[src/rtl/ring_freq_meter.sv]
// Multi-channel ring-oscillator frequency meter with a Wishbone CSR slave.
// Each lane synchronises its divided ring output, counts rising edges over a window and latches the result.

module ring_freq_lane #(
    parameter int CNT_WIDTH   = 24,
    parameter int SYNC_STAGES = 2
) (
    input  logic                 clk,
    input  logic                 rst_n,
    input  logic                 ring_div,
    input  logic                 clr,
    input  logic                 en,
    input  logic                 latch,
    input  logic                 keep,
    output logic [CNT_WIDTH-1:0] count,
    output logic                 ovf_live,
    output logic                 ovf
);
    logic [SYNC_STAGES-1:0] sync;
    logic                   hist;
    logic                   rise;
    logic [CNT_WIDTH-1:0]   cnt;

    assign rise = sync[SYNC_STAGES-1] & ~hist;

    always_ff @(posedge clk or negedge rst_n) begin
        if (!rst_n) begin
            sync     <= '0;
            hist     <= 1'b0;
            cnt      <= '0;
            ovf_live <= 1'b0;
            count    <= '0;
            ovf      <= 1'b0;
        end else begin
            sync <= {sync[SYNC_STAGES-2:0], ring_div};
            hist <= sync[SYNC_STAGES-1];
            if (clr) begin
                cnt      <= '0;
                ovf_live <= 1'b0;
            end else if (en && rise) begin
                // saturate; an edge arriving at all-ones flags overflow
                if (&cnt) ovf_live <= 1'b1;
                else      cnt      <= cnt + 1'b1;
            end
            if (latch) begin
                count <= keep ? cnt : '0;
                ovf   <= keep & ovf_live;
            end
        end
    end
endmodule

module ring_freq_meter #(
    parameter int NUM_RINGS   = 4,
    parameter int CNT_WIDTH   = 24,
    parameter int WIN_WIDTH   = 16,
    parameter int SYNC_STAGES = 2
) (
    input  logic                 wb_clk_i,
    input  logic                 wb_rst_ni,
    input  logic                 wbs_stb_i,
    input  logic                 wbs_cyc_i,
    input  logic                 wbs_we_i,
    input  logic [3:0]           wbs_sel_i,
    input  logic [31:0]          wbs_adr_i,
    input  logic [31:0]          wbs_dat_i,
    output logic                 wbs_ack_o,
    output logic [31:0]          wbs_dat_o,
    input  logic [NUM_RINGS-1:0] ring_div_i,
    output logic [NUM_RINGS-1:0] ring_start_o,
    output logic                 irq_o
);
    localparam int TW = (WIN_WIDTH > 8) ? WIN_WIDTH : 8;

    typedef enum logic [1:0] {IDLE, SETTLE, MEASURE, LATCH} state_t;
    state_t state, state_n;

    logic [NUM_RINGS-1:0]                mask, lane_en, lane_ovf_live, lane_ovf;
    logic [NUM_RINGS-1:0][CNT_WIDTH-1:0] lane_count;
    logic                 cont, irq_en, done, ovf_any, busy;
    logic [WIN_WIDTH-1:0] window, win_sh;
    logic [7:0]           settle;
    logic [TW-1:0]        timer;
    logic [31:0]          rdata;
    logic                 req, wr, ctrl_wr, stat_wr, go_wr, abort_wr;
    logic                 enter_meas, latch;
    logic                 unused;

    assign unused   = ^{wbs_adr_i[31:8], wbs_dat_i};
    assign req      = wbs_stb_i & wbs_cyc_i;
    assign wr       = req & wbs_we_i & (|wbs_sel_i) & wbs_ack_o;
    assign ctrl_wr  = wr & (wbs_adr_i[7:0] == 8'h00);
    assign stat_wr  = wr & (wbs_adr_i[7:0] == 8'h04);
    assign go_wr    = ctrl_wr & wbs_dat_i[0];
    assign abort_wr = ctrl_wr & wbs_dat_i[3];

    assign busy         = (state != IDLE);
    assign ring_start_o = mask & {NUM_RINGS{busy}};
    assign irq_o        = done & irq_en;
    assign lane_en      = mask & {NUM_RINGS{state == MEASURE}};

    function automatic logic [TW-1:0] dec(input logic [TW-1:0] v);
        return (v == '0) ? '0 : v - 1'b1;
    endfunction

    always_comb begin
        state_n    = state;
        enter_meas = 1'b0;
        latch      = 1'b0;
        case (state)
            IDLE:    if (go_wr && |wbs_dat_i[8 +: NUM_RINGS]) state_n = SETTLE;
            SETTLE:  if (timer == '0) begin state_n = MEASURE; enter_meas = 1'b1; end
            MEASURE: if (timer == '0) state_n = LATCH;
            LATCH: begin
                latch = 1'b1;
                if (cont) begin state_n = MEASURE; enter_meas = 1'b1; end
                else      state_n = IDLE;
            end
            default: state_n = IDLE;
        endcase
        if (abort_wr) begin
            state_n    = IDLE;
            enter_meas = 1'b0;
            latch      = 1'b0;
        end
    end

    always_ff @(posedge wb_clk_i or negedge wb_rst_ni) begin
        if (!wb_rst_ni) begin
            state  <= IDLE;
            timer  <= '0;
            win_sh <= '1;
        end else begin
            state <= state_n;
            if (state == IDLE && state_n == SETTLE) begin
                timer  <= dec(TW'(settle));
                win_sh <= window;
            end else if (enter_meas) begin
                // continuous restarts re-read WINDOW; a fresh run uses the go-time shadow
                timer <= dec(state == LATCH ? TW'(window) : TW'(win_sh));
            end else if (timer != '0) begin
                timer <= timer - 1'b1;
            end
        end
    end

    always_ff @(posedge wb_clk_i or negedge wb_rst_ni) begin
        if (!wb_rst_ni) begin
            mask    <= '0;
            cont    <= 1'b0;
            irq_en  <= 1'b0;
            window  <= '1;
            settle  <= 8'hFF;
            done    <= 1'b0;
            ovf_any <= 1'b0;
        end else begin
            if (ctrl_wr) begin
                mask   <= wbs_dat_i[8 +: NUM_RINGS];
                cont   <= wbs_dat_i[1];
                irq_en <= wbs_dat_i[2];
            end
            if (wr && wbs_adr_i[7:0] == 8'h08) window <= wbs_dat_i[WIN_WIDTH-1:0];
            if (wr && wbs_adr_i[7:0] == 8'h0C) settle <= wbs_dat_i[7:0];
            // a LATCH set beats a same-cycle W1C
            done    <= (done & ~(stat_wr & wbs_dat_i[1])) | latch;
            ovf_any <= (ovf_any & ~(stat_wr & wbs_dat_i[2])) | (latch & |(lane_ovf_live & mask));
        end
    end

    always_comb begin
        rdata = '0;
        case (wbs_adr_i[7:0])
            8'h00: begin
                rdata[1]              = cont;
                rdata[2]              = irq_en;
                rdata[8 +: NUM_RINGS] = mask;
            end
            8'h04:   rdata[2:0] = {ovf_any, done, busy};
            8'h08:   rdata[WIN_WIDTH-1:0] = window;
            8'h0C:   rdata[7:0] = settle;
            default: ;
        endcase
        for (int i = 0; i < NUM_RINGS; i++) begin
            if (wbs_adr_i[7:0] == 8'(16 + 4 * i)) begin
                rdata[31]            = lane_ovf[i];
                rdata[CNT_WIDTH-1:0] = lane_count[i];
            end
        end
    end

    always_ff @(posedge wb_clk_i or negedge wb_rst_ni) begin
        if (!wb_rst_ni) begin
            wbs_ack_o <= 1'b0;
            wbs_dat_o <= '0;
        end else begin
            wbs_ack_o <= req & ~wbs_ack_o;
            wbs_dat_o <= (req & ~wbs_ack_o) ? rdata : '0;
        end
    end

    for (genvar g = 0; g < NUM_RINGS; g++) begin : g_lane
        ring_freq_lane #(.CNT_WIDTH(CNT_WIDTH), .SYNC_STAGES(SYNC_STAGES)) u_lane (
            .clk      (wb_clk_i),
            .rst_n    (wb_rst_ni),
            .ring_div (ring_div_i[g]),
            .clr      (enter_meas),
            .en       (lane_en[g]),
            .latch    (latch),
            .keep     (mask[g]),
            .count    (lane_count[g]),
            .ovf_live (lane_ovf_live[g]),
            .ovf      (lane_ovf[g])
        );
    end
endmodule

[config.mk]
export PLATFORM = sky130hd
export DESIGN_NAME = ring_freq_meter
export DESIGN_NICKNAME = d
export VERILOG_FILES = /design/src/rtl/ring_freq_meter.sv
export SDC_FILE = /design/constraint.sdc
export NUM_CORES = 1
export LEC_CHECK = 0
export CORE_MARGIN = 2
export CORE_UTILIZATION = 26
export DETAILED_ROUTE_END_ITERATION = 8
export GPL_ROUTABILITY_DRIVEN = 0
export PLACE_DENSITY = 0.47
export SLEW_MARGIN = 0
export SYNTH_ARGS = -nofsm -noshare
export SYNTH_HDL_FRONTEND = slang
export SYNTH_SLANG_ARGS = --single-unit
[constraint.sdc]
create_clock -name wb_clk_i -period 3 [get_ports wb_clk_i]
set_input_delay 0.3 -clock wb_clk_i [delete_from_list [all_inputs] [get_ports wb_clk_i]]
set_output_delay 0.3 -clock wb_clk_i [all_outputs]
set_load 0.02 [all_outputs]
==> flow_summary.yaml <==
flow_run:
  cap_violations: 0
synthesis:
  synthMuxAreaShare: 0.03779
  yosysUniqueCellTypes: 75
  synth-xor-area-share: 0.06179
  synthesis.area_mm2: 0.01517
  synth_flop_cell: "dfrtp_1"
  ys_seq_area_frac: 0.5049
  synth_top_family_by_area: "simple AND/OR/NAND/NOR gates"
  synth_edf_count: 0
  synth_compound_area_frac: 0.1360
  synth-seq-cells: 304
  synthTopCellsByArea: "dfrtp_1 44%, nand2_1 7.8%, dfstp_2 6.9%"
  yosys.area_share.simple: 0.2138
  synth_top_area_share: 0.4356
  ys.warnings.count: 0
  async_reset_ff_frac: 1.000
  syn-instance-count: 1559
  synth_fa_ha_area_frac: 0.006600
  yosysTopAreaCell: "dfrtp_1"
  avgSynthCellArea_um2: 9.728
hold_path:
  whs_path_depth: 1
  hold_path.class: "in -> reg"
sta:
  min_period_over_period: 0.9122
  hold_viol_final: 0
  setup_viol: 0
  final_max_slew_viol_count: 0
  skew_ns: 0.01581
  rsz0062_at_grt: "false"
  max_freq_mhz: 365.4
  slew_headroom: 0.5342
  setup_ws_ns: 0.2635
  fin_setup_tns_ns: 0
  worst_pin_slew_ns: 0.6914
  period_needed_ns: 2.736
cts:
  cts_inserted_buffers: 38
  postCtsSetupRepairBufs: 0
  clockRootBuffer: "clkbuf_16"
  clk_pin_slew_ns: 0.06
  clkLatencyLatePin_ns: 0.55
  tritoncts: "built"
  cts.sinks: 304
  cts_max_level: 2
  cts_buffer_depth: 3
drt:
  drc: 0
  post_drt_wl_per_cell_um: 18.65
  first_pass_iters: 5
  wirelength_um: 45540
  avgViaCountPerCell: 4.820
  drt_iter0_drc: 730
  drtAntennaViolNets: 0
  num_vias: 11770
global_routing:
  grt_pass1_wl_um: 70430
  grt_pass1_vias: 11720
  antenna_found_initial: 1
  grt_max_degree: 98
  grt_usage: 0.1508
  grt.overflow.total: 0
floorplan:
  die_w_um: 245.5
  core_mm2: 0.05770
  fp.dieH_um: 245.5
  fp-row-count: 88
  ioPinCount: 115
  die_area_mm2: 0.06028
  start_util: 0.2629
critical_path:
  rr_worst_depth: 8
  cp.arrival_ns: 3.16
  cp-end-kind: "flip-flop"
  start_kind: "flip-flop"
  path_class: "reg -> reg"
  required_ns: 3.42
  path_max_fanout: 49
place:
  dp_hpwl_um: 32310
  io_buffers: 67
  placedCellCount: 2371
  placed_cell_area_mm2: 0.01697
  preCtsSetupSlack_ns: 0.09744
finish:
  nets: 1733
  drive_above_1_share: 0.1652
  instances_no_fill: 2442
  final_area_mm2: 0.01828
  area_growth_pct: 20.51
  final_core_util: 0.3168
  diodes: 0
power_and_ir_drop:
  p_leak_nw: 7.533
  ir_worst_vdd_mv: 0.3173
  power_density_mw_per_mm2: 529.6
outcome:
  outcome: "completed"
cell usage in the layout, fill, tap and decap left out, drive strengths merged, types with 21 or more instances in the layout:
| master | n |
|---|---|
| o21ai | 123 |
| dfstp | 40 |
| clkdlybuf4s50 | 66 |
| xnor2 | 50 |
| xor2 | 57 |
| nor3 | 35 |
| clkbuf | 58 |
| and3 | 22 |
| buf | 66 |
| inv | 21 |
| mux2 | 34 |
| a21oi | 46 |
| or3 | 21 |
| dfrtp | 264 |
| nand4 | 31 |
| nand2 | 318 |
| nand3 | 43 |
| nor2 | 134 |
| a22oi | 45 |
layout make-up:
cell class,count,area (um^2)
Fill cell,6009,39420
Clock buffer,57,1144
Inverter,19,71.32
Timing Repair Buffer,134,1344
Sequential cell,304,7657
Tap cell,765,957.2
Multi-Input combinational cell,1151,6983
Clock inverter,12,120.1
state kept, by name, indices dropped and copies added, names as in the netlist:
name / cells
g_lane.u_lane.cnt: 96
g_lane.u_lane.count: 96
wbs_dat_o: 25
timer: 16
win_sh: 16
window: 16
g_lane.u_lane.sync: 8
settle: 8
g_lane.u_lane.hist: 4
g_lane.u_lane.ovf: 4
g_lane.u_lane.ovf_live: 4
mask: 4
state: 2
cont: 1
done: 1
irq_en: 1
ovf_any: 1
wbs_ack_o: 1
logic make-up (layout without fill, tap and decap cells):
group,count (synthesis),after routing
mux,53,53
flops,304,304
buf+inv,110,222
other cells,1,7
xor+xnor,107,107
compound gates,293,293
fa+ha+maj,8,8
simple gates,683,683
timing repair:
item	in CTS	in global routing
hold buffers	1	0
gates resized for setup	0	7
endpoints found under the setup margin	0	101
hold endpoints to repair	58	0
synthesized netlist by cell type (7+ instances only):
master and n:
a211oi_1 9, inv_1 19, a22oi_1 45, nor4_1 9, clkbuf_1 32, mux2i_1 19
o21ai_1 30, or3_1 21, buf_6 11, a21oi_1 46, buf_4 15, ha_1 8
buf_2 17, and4_1 13, dfstp_2 40, a222oi_1 13, nand2_1 316, nand3_1 41
nor3_1 34, mux2_2 34, dfrtp_1 264, a31oi_1 11, and3_1 22, nor2b_1 9
xor2_1 57, xnor2_1 50, a211o_1 7, nand4_1 30, o21ai_2 50, nor2_1 133
buf_1 10, o21ai_0 43, and2_1 9
worst paths after layout:
kind | from | end | slack [ns]
max reg2reg | timer[0]$_DFFE_PN0P_ | g_lane[2].u_lane.cnt[13]$_DFFE_PN0P_ | 0.26
min reg2reg | g_lane[1].u_lane.sync[0]$_DFF_PN0_ | g_lane[1].u_lane.sync[1]$_DFF_PN0_ | 0.34
max | timer[0]$_DFFE_PN0P_ | g_lane[2].u_lane.cnt[13]$_DFFE_PN0P_ | 0.26
min in group asynchronous | wb_rst_ni | g_lane[3].u_lane.cnt[17]$_DFFE_PN0P_ | 0.28
min | ring_div_i[3] | g_lane[3].u_lane.sync[0]$_DFF_PN0_ | 0.21
max in group asynchronous | wb_rst_ni | timer[11]$_DFFE_PN0P_ | 1.78
critical path, cell delays in order, from the launching register on:
cell and delay (ns):
dfrtp_1 0.40, inv_1 0.10, ha_1 0.24, nor4b_2 0.30
and4_1 0.33, mux2i_1 0.19, nor3_4 0.51, clkbuf_16 0.38
nor2_1 0.09
layer usage:
layer  up-vias  routed length (um)  track usage
met2       244               20790       0.2361
met5         -                   0            0
met1      5794               21690       0.2112
li1       5676                   -            -
met4         0                1146      0.05009
met3        56                1918      0.02412
report_power, final:
group / internal [mW] / switching [mW]
clock: 2.81 / 1.82
sequential: 4.23 / 0.146
combinational: 0.303 / 0.379
total: 7.34 / 2.34
stage by stage:
step	power [mW]	hold slack (ns)
final	9.679	0.2055
after floorplan	4.806	0.004409
after detailed placement	5.126	0.2967
after CTS	9.836	0.1827
after global placement	5.115	0.2912
after global routing	10.11	0.1904
No activity file was read; power rests on OpenSTA's default activity.
